`src/rtl/icache_rr_arb_slice.sv`:
```
// Round-robin arbiter: N_MASTER fetch ports to one downstream target, with a one-entry output buffer.
// Defining ICACHE_ARB_OUT_BYPASS_EN removes the buffer and makes the path combinational.
module icache_rr_arb_slice #(
    parameter int N_MASTER   = 4,
    parameter int ADDR_WIDTH = 32,
    parameter int ID_WIDTH   = $clog2(N_MASTER)
) (
    input  logic                           clk,
    input  logic                           rst_n,
    input  logic [N_MASTER-1:0]            data_req_i,
    input  logic [N_MASTER*ADDR_WIDTH-1:0] data_add_i,
    output logic [N_MASTER-1:0]            data_gnt_o,
    output logic                           data_req_o,
    output logic [ADDR_WIDTH-1:0]          data_add_o,
    output logic [ID_WIDTH-1:0]            data_ID_o,
    input  logic                           data_gnt_i,
    output logic [ID_WIDTH-1:0]            rr_ptr_o
);

    localparam int CW = ID_WIDTH + 1;
    localparam logic [ID_WIDTH-1:0] LAST_ID = ID_WIDTH'(N_MASTER - 1);

    logic [ID_WIDTH-1:0]   ptr_q, ptr_d;
    logic                  win_valid;
    logic [ID_WIDTH-1:0]   win_idx;
    logic [ADDR_WIDTH-1:0] win_add;
    logic [CW-1:0]         cand;
    logic                  accept;

    // One spare bit on the candidate index lets ptr+offset exceed N_MASTER before the explicit wrap.
    // NOTE: every always_comb output gets a default first, otherwise paths that skip an assignment infer latches.
    always_comb begin
        win_valid = 1'b0;
        win_idx   = '0;
        cand      = '0;
        for (int i = 0; i < N_MASTER; i++) begin
            cand = {1'b0, ptr_q} + CW'(i);
            if (cand >= CW'(N_MASTER)) cand = cand - CW'(N_MASTER);
            if (!win_valid && data_req_i[cand[ID_WIDTH-1:0]]) begin
                win_valid = 1'b1;
                win_idx   = cand[ID_WIDTH-1:0];
            end
        end
    end

    assign win_add = data_add_i[int'(win_idx)*ADDR_WIDTH +: ADDR_WIDTH];

    always_comb begin
        data_gnt_o = '0;
        if (accept) data_gnt_o[win_idx] = 1'b1;
    end

    // Explicit wrap so non-power-of-2 port counts never land on an unused index.
    always_comb begin
        ptr_d = ptr_q;
        if (accept) ptr_d = (win_idx == LAST_ID) ? '0 : win_idx + 1'b1;
    end

    // NOTE: sequential state uses non-blocking assignments so all registers update from pre-edge values.
    always_ff @(posedge clk or negedge rst_n) begin
        if (!rst_n) ptr_q <= '0;
        else        ptr_q <= ptr_d;
    end

    assign rr_ptr_o = ptr_q;

`ifdef ICACHE_ARB_OUT_BYPASS_EN

    assign accept     = win_valid & data_gnt_i;
    assign data_req_o = win_valid;
    assign data_add_o = win_add;
    assign data_ID_o  = win_idx;

`else

    typedef enum logic {EMPTY, FULL} state_e;

    state_e                state_q, state_d;
    logic [ADDR_WIDTH-1:0] buf_add_q, buf_add_d;
    logic [ID_WIDTH-1:0]   buf_id_q, buf_id_d;

    // A new winner can be taken while FULL only when the current entry leaves this cycle.
    assign accept = win_valid & ((state_q == EMPTY) | data_gnt_i);

    always_comb begin
        state_d   = state_q;
        buf_add_d = buf_add_q;
        buf_id_d  = buf_id_q;
        case (state_q)
            EMPTY: begin
                if (accept) begin
                    state_d   = FULL;
                    buf_add_d = win_add;
                    buf_id_d  = win_idx;
                end
            end
            FULL: begin
                if (data_gnt_i) begin
                    if (accept) begin
                        buf_add_d = win_add;
                        buf_id_d  = win_idx;
                    end else begin
                        state_d = EMPTY;
                    end
                end
            end
            default: state_d = EMPTY;
        endcase
    end

    // NOTE: the buffer payload is reset too, because the downstream address and ID must read zero out of reset.
    always_ff @(posedge clk or negedge rst_n) begin
        if (!rst_n) begin
            state_q   <= EMPTY;
            buf_add_q <= '0;
            buf_id_q  <= '0;
        end else begin
            state_q   <= state_d;
            buf_add_q <= buf_add_d;
            buf_id_q  <= buf_id_d;
        end
    end

    assign data_req_o = (state_q == FULL);
    assign data_add_o = buf_add_q;
    assign data_ID_o  = buf_id_q;

`endif

endmodule

```
`config.mk`:
```
export PLATFORM = sky130hd
export DESIGN_NAME = icache_rr_arb_slice
export DESIGN_NICKNAME = d
export VERILOG_FILES = /design/src/rtl/icache_rr_arb_slice.sv
export SDC_FILE = /design/constraint.sdc
export NUM_CORES = 1
export LEC_CHECK = 0
export BUFFER_PORTS_ARGS = -buffer_cell sky130_fd_sc_hd__buf_2
export CORE_MARGIN = 3
export CORE_UTILIZATION = 40
export CTS_BUF_LIST = sky130_fd_sc_hd__clkbuf_8 sky130_fd_sc_hd__clkbuf_16
export CTS_CLUSTER_SIZE = 10
export DETAILED_ROUTE_END_ITERATION = 6
export GPL_ROUTABILITY_DRIVEN = 0
export PLACE_DENSITY = 0.81
export SETUP_SLACK_MARGIN = 0.1
export SYNTH_ARGS = -nofsm -noshare
export SYNTH_HDL_FRONTEND = slang
export SYNTH_SLANG_ARGS = --single-unit
```
`constraint.sdc`:
```
create_clock -name clk -period 1.96 [get_ports clk]
set_input_delay 0.098 -clock clk [delete_from_list [all_inputs] [get_ports clk]]
set_output_delay 0.098 -clock clk [all_outputs]
set_load 0.005 [all_outputs]
```
# After elaboration in Yosys (flattened, before gate mapping)
# Cells that the tools add are included.
[classes]
order_cmp = 10
bitwise = 3
add_sub_neg = 8
mux = 33
n_eq_ne = 2
reduce_logical = 7
shift = 1
[op_table]
columns = ["op", "n"]
rows = [
  ["128-bit by 8-bit variable part select with 32-bit output", 1],
  ["32-bit 2-to-1 mux", 2],
  ["32-bit one-hot mux with 2 select lines", 1],
  ["2-bit 2-to-1 mux", 11],
  ["2-bit by 3-bit < comparator with 1-bit output, second input constant", 5],
  ["1-bit 2-to-1 mux", 11],
  ["3-bit greater-or-equal comparator, second input constant", 3],
  ["1-bit binary-select mux with 2-bit select", 4],
  ["2-bit by 1-bit subtractor with 2-bit output, second input constant", 4],
  ["2-bit by 2-bit adder with 3-bit output, second input constant", 2],
  ["1-bit logical AND", 4],
  ["4-bit 2-to-1 mux", 1],
  ["2-bit one-hot mux with 2 select lines", 1],
  ["2-bit by 1-bit adder with 3-bit output, second input constant", 1],
  ["2-bit by 3-bit greater-or-equal comparator with 1-bit output, second input constant", 1],
  ["1-bit logical NOT", 3],
  ["2-bit by 1-bit adder with 2-bit output, second input constant", 1],
  ["1-bit demux with 2-bit select", 1],
  ["2-bit == test, second input constant", 1],
  ["2-bit by 1-bit greater-or-equal comparator with 1-bit output, second input constant", 1],
  ["2-bit != test, second input constant", 1],
  ["1-bit one-hot mux with 2 select lines", 1],
  ["1-bit bitwise AND", 1],
  ["1-bit NOT", 1],
  ["1-bit bitwise OR", 1],
]
[word_totals]
output_inout_bits = 41
inputBits = 135
register_bits = 37

# Longest topological paths before layout
# Gate-level depths: netlist of run 1.
[depth]
ltp_word = 19
ltp_mapped = 10
ltp_nobuf = 7

# Worst setup path before layout of run 1
# OpenSTA, ideal clock, no wires.
[synth_path]
path_kind = "register to register"
start = "register ptr_q[1] (netlist: rr_ptr_o[1])"
end = "register ptr_q[0] (netlist: rr_ptr_o[0])"
path_buffers = 3
stages_incl_launch_ff = 10
t_arrival_ns = 1.719
synth_period_minus_slack_ns = 1.814
setup_slack_ns = 0.146
required_ns = 1.865
setup_time_ns = 0.095
path_cell_list = "dfrtp_1 -> mux2i_1 -> o2bb2ai_1 -> or2_1 -> clkbuf_1 -> buf_6 -> buf_6 -> inv_1 -> ha_1 -> o31ai_1"
[synth_via]
elab_chain_cells = 16
elab_cells_between_ends = 41
[synth_lines]
columns = ["item", "line", "source"]
rows = [
  ["start, declared", "23", "logic [ID_WIDTH-1:0] ptr_q, ptr_d;"],
  ["start signal, assigned", "62", "else ptr_q <= ptr_d;"],
  ["branches (longest 16 deep; another with 2-bit by 1-bit adder with 3-bit output)", "n/a", ""],
]
# Several ways; the timed one is not identified. The select of a mux whose other input is x is not followed.
# A chain may end at the register's enable or synchronous reset.

# Final worst setup path of run 1
[layout_path]
start = "register ptr_q[1] (netlist: rr_ptr_o[1])"
end = "output data_gnt_o[3]"
[layout_via]
elab_chain_cells = 19
elab_cells_between_ends = 44
[layout_lines]
columns = ["item", "line", "source"]
rows = [
  ["branches (longest 18 deep; another with 2-bit by 1-bit adder with 3-bit output)", "n/a", ""],
  ["4-bit 2-to-1 mux *", "50", "if (accept) data_gnt_o[win_idx] = 1'b1;"],
  ["end, declared", "12", "output logic [N_MASTER-1:0] data_gnt_o,"],
]
# Mark *: on every way between the ends. The select of a mux whose other input is x is not followed.

==> results of run 1 <==
==> routing by layer <==
metal | vias up | wire (µm) | track usage
met3 | 4 | 551 | 0.0493
li1 | 1181 | - | -
met5 | - | 0 | 0
met4 | 0 | 53 | 0.0456
met2 | 107 | 3830 | 0.375
met1 | 1117 | 2670 | 0.229
==> cell families (layout without fill, tap and decap cells) <==
logic type,after synthesis,count (layout),share of synthesized area
AND/OR/NAND/NOR,57,57,0.102
buffers and inverters,18,200,0.0500
multiplexers,65,65,0.286
AO/OA/AOI/OAI,40,40,0.151
adder cells (fa/ha/maj),1,1,0.00549
flip-flops,37,37,0.407
==> worst reg2reg max path: stages (launching register included) <==
cell       delay, ns
dfrtp_2         0.43
mux2i_1         0.24
o2bb2ai_2       0.14
or2_4           0.19
buf_12          0.24
mux2i_1         0.30
o221ai_1        0.15
==> cell usage after synthesis <==
library cell | number | area (µm²)
mux2i_1 | 65 | 651
nand2_1 | 43 | 161
dfrtp_1 | 37 | 926
o221ai_1 | 32 | 280
clkbuf_1 | 10 | 37.5
nor2_1 | 7 | 26.3
buf_6 | 6 | 67.6
nand2b_1 | 3 | 18.8
a21oi_1 | 2 | 10.0
a211oi_1 | 1 | 7.51
a21boi_1 | 1 | 7.51
and2_1 | 1 | 6.26
buf_2 | 1 | 5.00
ha_1 | 1 | 12.5
inv_1 | 1 | 3.75
nand3_1 | 1 | 5.00
nor3b_1 | 1 | 7.51
o21ai_1 | 1 | 5.00
o2bb2ai_1 | 1 | 8.76
o31ai_1 | 1 | 7.51
o41ai_2 | 1 | 16.3
or2_1 | 1 | 6.26
==> final cells by class <==
type                       instances  area share
clock buffer                       5      0.0199
clock inverter                     3     0.00326
inverter                           1     0.00109
multi-input combinational        163       0.379
sequential                        37       0.269
tap                               70      0.0254
timing repair buffer             191       0.302
==> worst max-delay path by stage <==
stage,start,end,slack (ns)
floorplan,rr_ptr_o[1]$_DFFE_PN0P_,rr_ptr_o[0]$_DFFE_PN0P_,0.15
global placement,rr_ptr_o[1]$_DFFE_PN0P_,data_add_o[17]$_DFFE_PN0P_,0.19
detailed placement,rr_ptr_o[1]$_DFFE_PN0P_,data_add_o[17]$_DFFE_PN0P_,0.12
CTS,rr_ptr_o[1]$_DFFE_PN0P_,data_gnt_o[3],0.10
global route,rr_ptr_o[1]$_DFFE_PN0P_,data_gnt_o[2],0.05
finish,rr_ptr_o[1]$_DFFE_PN0P_,data_gnt_o[3],0.13
==> power by group through the flow <==
stage	registers (W)	clock network [W]	logic [W]
after floorplan	0.00129	0	0.00108
after global placement	0.00126	0	0.00174
after detailed placement	0.00126	0	0.00180
after CTS	0.00126	0.000501	0.00183
after global routing	0.00131	0.000542	0.00207
final	0.00127	0.000484	0.00190
==> placed cells by master (no fill, tap or decap) <==
| cell type | synthesis | final |
|---|---|---|
| nand2b_4 | 0 | 1 |
| nand2b_1 | 3 | 2 |
| a211oi_4 | 0 | 1 |
| inv_2 | 0 | 1 |
| buf_2 | 1 | 175 |
| o2bb2ai_2 | 0 | 1 |
| nand2_2 | 0 | 1 |
| inv_1 | 1 | 3 |
| a21boi_4 | 0 | 1 |
| dlygate4sd3_1 | 0 | 1 |
| o221ai_1 | 32 | 32 |
| nor2_2 | 0 | 1 |
| o41ai_4 | 0 | 1 |
| dfrtp_1 | 37 | 35 |
| buf_12 | 0 | 3 |
| nand3_1 | 1 | 1 |
| or2_4 | 0 | 1 |
| dfrtp_2 | 0 | 2 |
| ha_2 | 0 | 1 |
| nor2_1 | 7 | 6 |
| and2_4 | 0 | 1 |
| buf_4 | 0 | 10 |
| nand2_1 | 43 | 42 |
| mux2i_1 | 65 | 65 |
| buf_6 | 6 | 2 |
| nor3b_2 | 0 | 1 |
| o21ai_2 | 0 | 1 |
| o31ai_1 | 1 | 1 |
| clkbuf_8 | 0 | 5 |
| a21oi_1 | 2 | 2 |
==> sequential cells by signal, summed over array words and instances (netlist names) <==
name and flops:
data_add_o 32, data_req_o 1, data_ID_o 2, rr_ptr_o 2
==> metrics by stage <==
step,hold slack [ns],utilization,instances
after global placement,0.232,0.611,455
after CTS,0.128,0.634,465
final,0.133,0.651,470
after floorplan,-0.198,-,218
after global routing,0.122,0.651,470
after detailed placement,0.244,0.611,455
==> repair_timing <==
| action | in CTS | in global routing |
|---|---|---|
| pin swaps | 2 | 2 |
| hold buffers | 1 | 0 |
| buffers inserted | 1 | 5 |
| setup endpoints to repair | 3 | 4 |
| hold endpoints to repair | 37 | 0 |
| gates resized for setup | 6 | 13 |
==> results.md, run 1 <==
* Maximum number of pins on one net before global-route repair at 38
* Cts bufs inserted at 5
* Fin crit share at 0.933
* Comb pwr share at 0.521
* Slew at the pin with the worst max-slew slack at 0.829 ns
* Slack of the worst reg-to-reg path at 0.15 ns
* Design area at 3450 µm²
* # diodes at 0
* Drt first-iter violations at 93
* Initial Util at 0.429
* Die area at 6630 µm²
* Rel. slew slack at 0.447
* 1st-pass router iterations at 4
* Max clock buf depth at 2
* Clk sinks at 37
* Max FO, Critical Path at 6
* Post-synthesis cell count at 218
* Pre-CTS setup slack at 0.123 ns
* Crit Path Class: flop to primary output
* TNS Setup at 0 ns
* Cells on worst reg2reg path at 6
* Ports at 176
* Worst Hold Class: input port to flop
* Final Hold Viols at 0
* Post-synthesis cell type count at 22
* Mapped Area at 2280 µm²
* Max Clk Rate at 547 MHz
* Setup crit end kind: primary output
* Grt total ovfl at 0
* Syn avg cell area at 10.4 µm²
* Max Cap Violations at 0
* Cell Int Power at 0.00231 W
* Post-route ant nets at 0
* Total Routing Usage GR at 0.201
* Vias in the first global route at 2,313
* Setup violators final at 0
* Synthesized Nets at 354
* P_leak at 1.96 nW
* Slew Viols, Final at 0
* Final Total Pwr at 0.00366 W
* Multi-input logic area at 1310 µm²
* Slowest stage cell, crit path: dfrtp_2
* Placed instance area at 3240 µm²
* CTS tree: done
* Slowest stage delay, CP at 0.45 ns
* CP delay by family, top: flip-flops
* Synthesis Warnings at 0
* Port-buffer cells at 175
* RSZ-0062 raised after global routing: yes
* Final layout net count at 535
* Switch share at 0.368
* DRC at 0
* Startpoint types: flop
* Register area share after synthesis at 0.407
* Core ar. at 5300 µm²
* Critical path required time at 1.86 ns
* Row cnt at 26
* Seq pwr share at 0.347
* Die width at 81.5 µm
* Global-route wire length before repair at 10,300 µm
* Initial antenna violation count at 0
* Sequential cell area at 928 µm²
* Cells on Worst Hold Path at 3
* Maximum VDD drop at 0.490 mV
* Die Y at 81.5 µm
* Flip-flop and latch count after synthesis at 37
* H-Tree Depth at 2
* Status: finished, final reports clean
* Reg clk slew, reported paths at 0.07 ns
* Power per standard cell area at 1060 nW/µm²
* Worst Hold Launch: data_add_i[52]
* Worst Skew at 0.00590 ns
* Reg2reg end: data_add_o[17]$_DFFE_PN0P_
* Min-Delay Endpoint: data_add_o[20]$_DFFE_PN0P_
* Layout cells sized above 1 at 0.525
* Total Wirelength at 7100 µm
* Clock Power Share at 0.133
* WP buf/inv at 2
* Wire per inst at 15.1 µm
* Area growth syn-to-layout at 51.5%
* Worst Path Arrival at 1.73 ns
* Vias at 2,409
* CP Depth at 7
* Layout fillers at 455
* Dpl hpwl at 5620 µm
* Switching Power at 0.00135 W
* Final worst slack at 0.132 ns
* Tmin final at 1.83 ns
* Vias per cell at 5.13
* Clock Tree Root: clkbuf_8
* Worst-path cell chain: mux2i_1 > o2bb2ai_2 > or2_4 > inv_2 > ha_2 > and2_4 > buf_2
* RR Startpoint: rr_ptr_o[1]$_DFFE_PN0P_
* Worst-Skew Late Latency at 0.28 ns
Power figures use the tool's default switching activity.
==> run 2: changes to the inputs <==
CORE_ASPECT_RATIO = 1.75   (was not set)
==> results.md, run 2 (synthesis gave the netlist of run 1 again) <==
* Max FFs per register at 32
* Max clock buf depth at 2
* Setup violators final at 0
* Pre-CTS setup slack at 0.123 ns
* Post-route ant nets at 0
* Cells on Worst Hold Path at 3
* Initial Util at 0.423
* Ports at 176
* Design area at 3450 µm²
* Total Wirelength at 7440 µm
* Worst Skew at 0.00548 ns
* Reg clk slew, reported paths at 0.08 ns
* Final Hold Viols at 0
* Slew at the pin with the worst max-slew slack at 0.843 ns
* Final core utilization at 0.640
* Dpl hpwl at 5900 µm
* Max Clk Rate at 535 MHz
* Vias per cell at 5.27
* Final layout net count at 535
* Max Cap Violations at 0
* Worst Hold Class: input port to flop
* Fin crit share at 0.954
* RSZ-0062 raised after global routing: yes
* Area growth syn-to-layout at 51.3%
* Worst Hold Launch: data_add_i[44]
* Global-route wire length before repair at 11,900 µm
* Vias in the first global route at 2,571
* Initial antenna violation count at 0
* Cts bufs inserted at 5
* Vias at 2,500
* Core ar. at 5390 µm²
* Final Hold Slack at 0.136 ns
* Drt first-iter violations at 71
* Die width at 63.0 µm
* Tmin final at 1.87 ns
* Placed instance area at 3230 µm²
* Port-buffer cells at 175
* H-Tree Depth at 2
* Maximum number of pins on one net before global-route repair at 38
* Worst-Skew Late Latency at 0.28 ns
* Max FO, Critical Path at 7
* Slew Viols, Final at 0
* RR Startpoint: rr_ptr_o[1]$_DFFE_PN0P_
* Status: finished, final reports clean
* Row cnt at 35
* Commonest non-fill, non-tap cells in the layout: 175 x buf_2, 65 x mux2i_1, 43 x nand2_1
* Final worst slack at 0.0905 ns
* DRC at 0
* Clock Tree Root: clkbuf_8
* Clk sinks at 37
* Rel. slew slack at 0.438
* Power per standard cell area at 1110 nW/µm²
* Grt total ovfl at 0
* # diodes at 0
* Startpoint types: flop
* CTS tree: done
* Critical path startpoint: rr_ptr_o[1]$_DFFE_PN0P_
* Worst Path Arrival at 1.77 ns
* 1st-pass router iterations at 4
* Setup crit end kind: primary output
* P_leak at 1.95 nW
* Cells on worst reg2reg path at 6
* Critical path required time at 1.86 ns
* Wire per inst at 15.7 µm
* Die area at 6670 µm²
* Total Routing Usage GR at 0.221
* Layout cells sized above 1 at 0.520
* TNS Setup at 0 ns
* Maximum VDD drop at 0.747 mV
* Leading cell type in the layout, fill and taps excluded: buf_2
* Die Y at 106 µm
* Crit Path Class: flop to primary output
[run 2: stage by stage]
step / total power, W / cells
2_1_floorplan: 0.00237 / 218
5_1_grt: 0.00410 / 474
6_report: 0.00384 / 474
3_3_place_gp: 0.00300 / 459
4_1_cts: 0.00381 / 471
3_5_place_dp: 0.00307 / 459
[run 2: power breakdown]
group / internal (W) / switching [W]
registers: 0.00108 / 0.000178
clock network: 0.000410 / 0.000272
logic: 0.000973 / 0.000928
total: 0.00246 / 0.00138
[run 2: timing repair]
action | in CTS | in global routing
setup buffers | 3 | 3
endpoints found under the hold margin | 37 | 0
gates resized for setup | 6 | 5
pin swaps | 3 | 3
hold buffers | 1 | 0
endpoints found under the setup margin | 3 | 18
[run 2: metal layers]
metal  GRT usage  routed length (µm)  up-vias
met1       0.230                2540     1184
li1            -                   -     1183
met2       0.422                4320      115
met5           0                   0        -
met4      0.0948                 184        0
met3      0.0352                 399       18
[run 2: critical path, stage by stage, from the launching register on]
cell and delay (ns):
dfrtp_2 0.46, mux2i_1 0.15, o2bb2ai_2 0.14, or2_4 0.29, inv_2 0.06, ha_2 0.16, and2_1 0.12, buf_2 0.11
[run 2: final cells by class]
class	count	area, µm²
Tap cell	74	92.6
Timing Repair Buffer	191	1020
Multi-Input combinational cell	163	1290
Clock buffer	6	82.6
Fill cell	467	1940
Inverter	1	3.75
Sequential cell	37	927
Clock inverter	2	33.8
[run 2: final timing paths]
check | to | slack, ns
min in group asynchronous | data_req_o$_DFF_PN0_ | 0.47
max in group asynchronous | rr_ptr_o[1]$_DFFE_PN0P_ | 0.91
min reg2reg | data_ID_o[0]$_DFFE_PN0P_ | 0.49
min | data_add_o[12]$_DFFE_PN0P_ | 0.14
max reg2reg | data_add_o[7]$_DFFE_PN0P_ | 0.14
max | data_gnt_o[3] | 0.09
